--- src/rtl/adder_share_ctrl.sv ---
// Round-robin controller sharing one combinational adder among NREQ requesters.
// A registered issue stage drives the adder, and a registered response stage returns each tagged sum.
module adder_share_ctrl #(
  parameter int N    = 30,
  parameter int NREQ = 4,
  parameter int IDW  = 2
) (
  input  logic              clk,
  input  logic              rst,
  input  logic [NREQ-1:0]   req_valid,
  input  logic [NREQ*N-1:0] req_op1,
  input  logic [NREQ*N-1:0] req_op2,
  output logic [NREQ-1:0]   req_ready,
  output logic [N-1:0]      add_in1,
  output logic [N-1:0]      add_in2,
  input  logic [N-1:0]      add_sum,
  output logic              rsp_valid,
  output logic [IDW-1:0]    rsp_id,
  output logic [N-1:0]      rsp_sum,
  input  logic              rsp_ready,
  output logic [31:0]       op_count
);

  logic            r_iss_vld_p1;
  logic [IDW-1:0]  r_iss_id_p1;
  logic [N-1:0]    r_in1_p1;
  logic [N-1:0]    r_in2_p1;
  logic            r_rsp_vld_p2;
  logic [IDW-1:0]  r_rsp_id_p2;
  logic [N-1:0]    r_rsp_sum_p2;
  logic [IDW-1:0]  r_ptr;
  logic [31:0]     r_op_count;

  logic            w_adv_rsp;
  logic            w_can_acc;
  logic            w_pick_vld;
  logic [IDW-1:0]  w_pick_id;
  logic            w_acc;
  logic [NREQ-1:0] w_grant_oh;
  logic [N-1:0]    w_sel_op1;
  logic [N-1:0]    w_sel_op2;
  logic [IDW-1:0]  w_ptr_nxt;

  // First valid requester at or after ptr; MSB of the result flags a hit.
  function automatic logic [IDW:0] rr_pick(input logic [NREQ-1:0] vld,
                                           input logic [IDW-1:0]  ptr);
    logic [IDW:0]   pick;
    logic [IDW-1:0] idx;
    pick = '0;
    for (int k = NREQ - 1; k >= 0; k--) begin
      idx = IDW'((int'(ptr) + k) % NREQ);
      if (vld[idx]) pick = {1'b1, idx};
    end
    return pick;
  endfunction

  assign w_adv_rsp = r_iss_vld_p1 & (~r_rsp_vld_p2 | rsp_ready);
  assign w_can_acc = ~r_iss_vld_p1 | w_adv_rsp;
  assign {w_pick_vld, w_pick_id} = rr_pick(req_valid, r_ptr);
  assign w_acc     = w_can_acc & w_pick_vld;
  assign w_ptr_nxt = IDW'((int'(w_pick_id) + 1) % NREQ);
  assign w_sel_op1 = req_op1[int'(w_pick_id)*N +: N];
  assign w_sel_op2 = req_op2[int'(w_pick_id)*N +: N];

  always_comb begin
    w_grant_oh = '0;
    if (w_acc) w_grant_oh[w_pick_id] = 1'b1;
  end

  // The grant is suppressed while reset is held, even though the stages read empty.
  assign req_ready = rst ? '0 : w_grant_oh;

  // Issue stage (p1): operands only reload on an accept, so idle cycles cause no adder switching.
  always_ff @(posedge clk or posedge rst) begin
    if (rst) begin
      r_iss_vld_p1 <= 1'b0;
      r_iss_id_p1  <= '0;
      r_in1_p1     <= '0;
      r_in2_p1     <= '0;
    end else if (w_acc) begin
      r_iss_vld_p1 <= 1'b1;
      r_iss_id_p1  <= w_pick_id;
      r_in1_p1     <= w_sel_op1;
      r_in2_p1     <= w_sel_op2;
    end else if (w_adv_rsp) begin
      r_iss_vld_p1 <= 1'b0;
    end
  end

  // Response stage (p2): captures the shared adder's sum, tagged with the issuing requester.
  always_ff @(posedge clk or posedge rst) begin
    if (rst) begin
      r_rsp_vld_p2 <= 1'b0;
      r_rsp_id_p2  <= '0;
      r_rsp_sum_p2 <= '0;
    end else if (w_adv_rsp) begin
      r_rsp_vld_p2 <= 1'b1;
      r_rsp_id_p2  <= r_iss_id_p1;
      r_rsp_sum_p2 <= add_sum;
    end else if (r_rsp_vld_p2 && rsp_ready) begin
      r_rsp_vld_p2 <= 1'b0;
    end
  end

  always_ff @(posedge clk or posedge rst) begin
    if (rst) begin
      r_ptr      <= '0;
      r_op_count <= '0;
    end else if (w_acc) begin
      r_ptr      <= w_ptr_nxt;
      r_op_count <= r_op_count + 32'd1;
    end
  end

  assign add_in1   = r_in1_p1;
  assign add_in2   = r_in2_p1;
  assign rsp_valid = r_rsp_vld_p2;
  assign rsp_id    = r_rsp_id_p2;
  assign rsp_sum   = r_rsp_sum_p2;
  assign op_count  = r_op_count;

endmodule

--- config.mk ---
export PLATFORM = sky130hd
export DESIGN_NAME = adder_share_ctrl
export DESIGN_NICKNAME = d
export VERILOG_FILES = /design/src/rtl/adder_share_ctrl.sv
export SDC_FILE = /design/constraint.sdc
export NUM_CORES = 1
export LEC_CHECK = 0
export CORE_AREA = 2 2 158 160
export CTS_BUF_LIST = sky130_fd_sc_hd__clkbuf_16
export DETAILED_ROUTE_END_ITERATION = 12
export DIE_AREA = 0 0 160 162
export HOLD_SLACK_MARGIN = 0.02
export SYNTH_ARGS = -nofsm -noshare
export SYNTH_HDL_FRONTEND = slang
export SYNTH_SLANG_ARGS = --single-unit
--- constraint.sdc ---
create_clock -name clk -period 7 [get_ports clk]
set_clock_uncertainty 0.05 [all_clocks]
set_input_delay 1.05 -clock clk [delete_from_list [all_inputs] [get_ports clk]]
set_output_delay 1.05 -clock clk [all_outputs]
set_load 0.02 [all_outputs]
==> results.cfg <==
[die]
ioPinCount = 406
die_h_um = 162
die_width_um = 160
dieArea_mm2 = 0.0259
rows = 57
start_util = 0.293
core_area_mm2 = 0.0241

[route]
drt_iter0_markers = 277
first_pass_iters = 4
drc = 0
wl_per_cell_um = 17.8
routed_wl_um = 26200
detailroute.via_count = 6925
avgViaCountPerCell = 4.70
antenna_left = 0

[timing]
fin_crit_sh = 0.767
rsz0062_at_grt = false
setup_viol_count_final = 0
slew_viol_final = 0
period_minus_slack_ns = 5.37
worst-slew-pin-transition_ns = 0.983
slew_headroom = 0.345
postLayoutSetupSlackWorst_ns = 1.63
max_freq_mhz = 186
setup_tns_ns = 0
hold_violations = 0

[synthesis]
ys_seq_area_frac = 0.461
ys_async_sr_fraction = 1.00
netlist_instances = 753
synth_top_flop_cell = dfrtp_1
synth_nets = 1031
ys_warn_count = 0
yosys-top-cells-area = dfrtp_1 (46%), nand2_1 (14%), a311oi_2 (12%)
ys_ff_latch = 130
yosys.area.top_type_share = 0.461
synth_edf_count = 0
synth_top_area_cell = dfrtp_1
avgSynthCellArea_um2 = 9.37
syn_area_mm2 = 0.00705
synth_cell_type_count = 40

[layout]
drive_gt1_frac = 0.120
fin_util = 0.497
final_nets = 1411
syn2layout_area_growth_pct = 69.9

[global_routing]
antenna_found_initial = 3
grt_pass1_wl_um = 39800
grtUsageMet1 = 0.229
grt_max_degree = 82
grt_overflow = 0
use_met3 = 0.0672
track_usage = 0.197
grt_pass1_vias = 6942
grt.busiest_layer = met2
use_met2 = 0.350

[worst_setup_path]
critPathArrivalTime_ns = 4.27
worstSetupPathType = input port to output pin
cp-end-kind = output pin
crit_end = req_ready[3]
cpPeakStageDelay_ns = 0.79
regToRegEndpoint = add_in1[24]
cp_common_cell = clkdlybuf4s50_1
reg2reg_slack_ns = 3.92
critPathSlowestCell = o221a_4
crit_fanout = 65
r2r-start = r_ptr[1]
reg2regPathDepth = 6
critPathLaunch = req_valid[3]
worst_setup_path_start_kind = input port
path_cells = clkdlybuf4s50_1, or4_4, and2_4, o221a_4, and3_1, clkdlybuf4s50_1
critical_path_required_ns = 5.90

[place]
io_buffers = 405
dp_hpwl_um = 19200
gp_congestion = 0.807
dp_worst_setup_slack_ns = 1.55

[clock_network]
cts.sinks = 130
cts-resized-gates = 0
holdBufCountCts = 0
numCtsBuffers = 17
postCtsSetupBuffers = 0
path_clk_slew_ns = 0.07
cts_root_buf = clkbuf_16
htree_levels = 4
clock_path_buffers = 2
clkLatencyLatePin_ns = 0.41
cts_tree = built

[pwr]
p_leak_nw = 5.01
ir_drop_v = 0.000142
power.density_mw_per_mm2 = 296

[run]
maxCapViolations = 0

[hold_path]
hp-class = flip-flop to flip-flop
min_from = op_count[31]

[run_status]
status = completed
## metrics by stage
step                      hold slack, ns  total power, mW  cells  area [um^2]
after global placement             0.409             2.62   1438        11400
after CTS                          0.425             3.59   1470        12000
after global routing               0.450             3.75   1472        12000
final                              0.422             3.54   1472        12000
after floorplan                    0.395             1.91    753         7050
after detailed placement           0.416             2.64   1438        11400
## cells in the final DEF, fill, tap and decap left out, types with 2 or more instances in the layout
master	Yosys	final
a21oi_1	3	3
nand4_1	8	8
and3_1	65	65
and4_1	4	4
nor4_1	2	2
inv_6	0	7
xnor2_1	26	26
xor2_1	6	6
nand3_1	13	13
mux2_2	32	32
a311oi_2	57	57
bufinv_16	0	2
o221a_4	1	2
clkbuf_16	0	17
clkinvlp_4	0	2
nor3_1	3	3
nor2_1	68	67
buf_4	1	6
dfrtp_1	130	130
a311oi_1	3	3
nand2b_1	3	3
a21o_1	2	2
inv_1	3	2
diode_2	0	2
clkdlybuf4s50_1	0	405
inv_8	0	4
nand2_1	258	258
## cells in the mapped netlist, types with 2 or more instances
master and n:
and3_1 65, buf_1 4, inv_1 3, nor3_1 3
clkbuf_1 22, nand4_1 8, nand2_1 258, nand3_1 13
and4_1 4, buf_2 22, nor4_1 2, a311oi_2 57
a311oi_1 3, nor2_1 68, a21oi_1 3, a21o_1 2
xnor2_1 26, xor2_1 6, dfrtp_1 130, nand2b_1 3
mux2_2 32
## critical path: cells and delay by family
family	cells	cell delay, ns
AOI/OAI and AO/OA	1	0.79
buffers and inverters	2	1.22
and+or+nand+nor	3	1.16
## how the worst min path moves through the flow
stage	end	slack (ns)	depth (start not counted)
3_3_place_gp	r_iss_id_p1[0]	0.41	1
4_1_cts	op_count[31]	0.42	1
2_1_floorplan	r_iss_id_p1[1]	0.40	1
3_5_place_dp	op_count[31]	0.42	1
6_report	op_count[31]	0.42	1
5_1_grt	r_iss_id_p1[1]	0.45	1
## kinds of logic (layout without fill, tap and decap cells)
group / Yosys count / after routing / share of synthesized area
flops: 130 / 130 / 0.461
mux: 33 / 33 / 0.0525
fa+ha+maj: 1 / 1 / 0.00177
xor+xnor: 32 / 32 / 0.0397
simple gates: 432 / 432 / 0.271
compound gates: 72 / 72 / 0.140
other cells: 0 / 2 / 0
buf+inv: 53 / 446 / 0.0337
## sequential cells by signal (all words and copies together) (netlist names)
register,count
op_count,32
add_in1,30
add_in2,30
rsp_sum,30
r_iss_id_p1,2
r_ptr,2
rsp_id,2
r_iss_vld_p1,1
rsp_valid,1
## cell type report
cell class | instances | area (um^2)
sequential | 130 | 3250
timing repair buffer | 411 | 4100
fill | 2345 | 12100
antenna | 2 | 5.00
multi-input combinational | 570 | 3590
clock buffer | 17 | 425
clock inverter | 15 | 189
tap | 324 | 405
inverter | 3 | 16.3
## power by group
group          internal (mW)  switching (mW)  total, mW
Clock                  0.545           0.393      0.938
Combinational          0.728           0.807       1.54
Sequential             0.941           0.128       1.07
## metal layers
layer | part of all wire | wire length, um
met3 | 0.076 | 1980
met1 | 0.40 | 10600
met2 | 0.50 | 13200
met4 | 0.018 | 472
met5 | 0 | 0
Note: power is estimated with default switching activity, not from simulation.
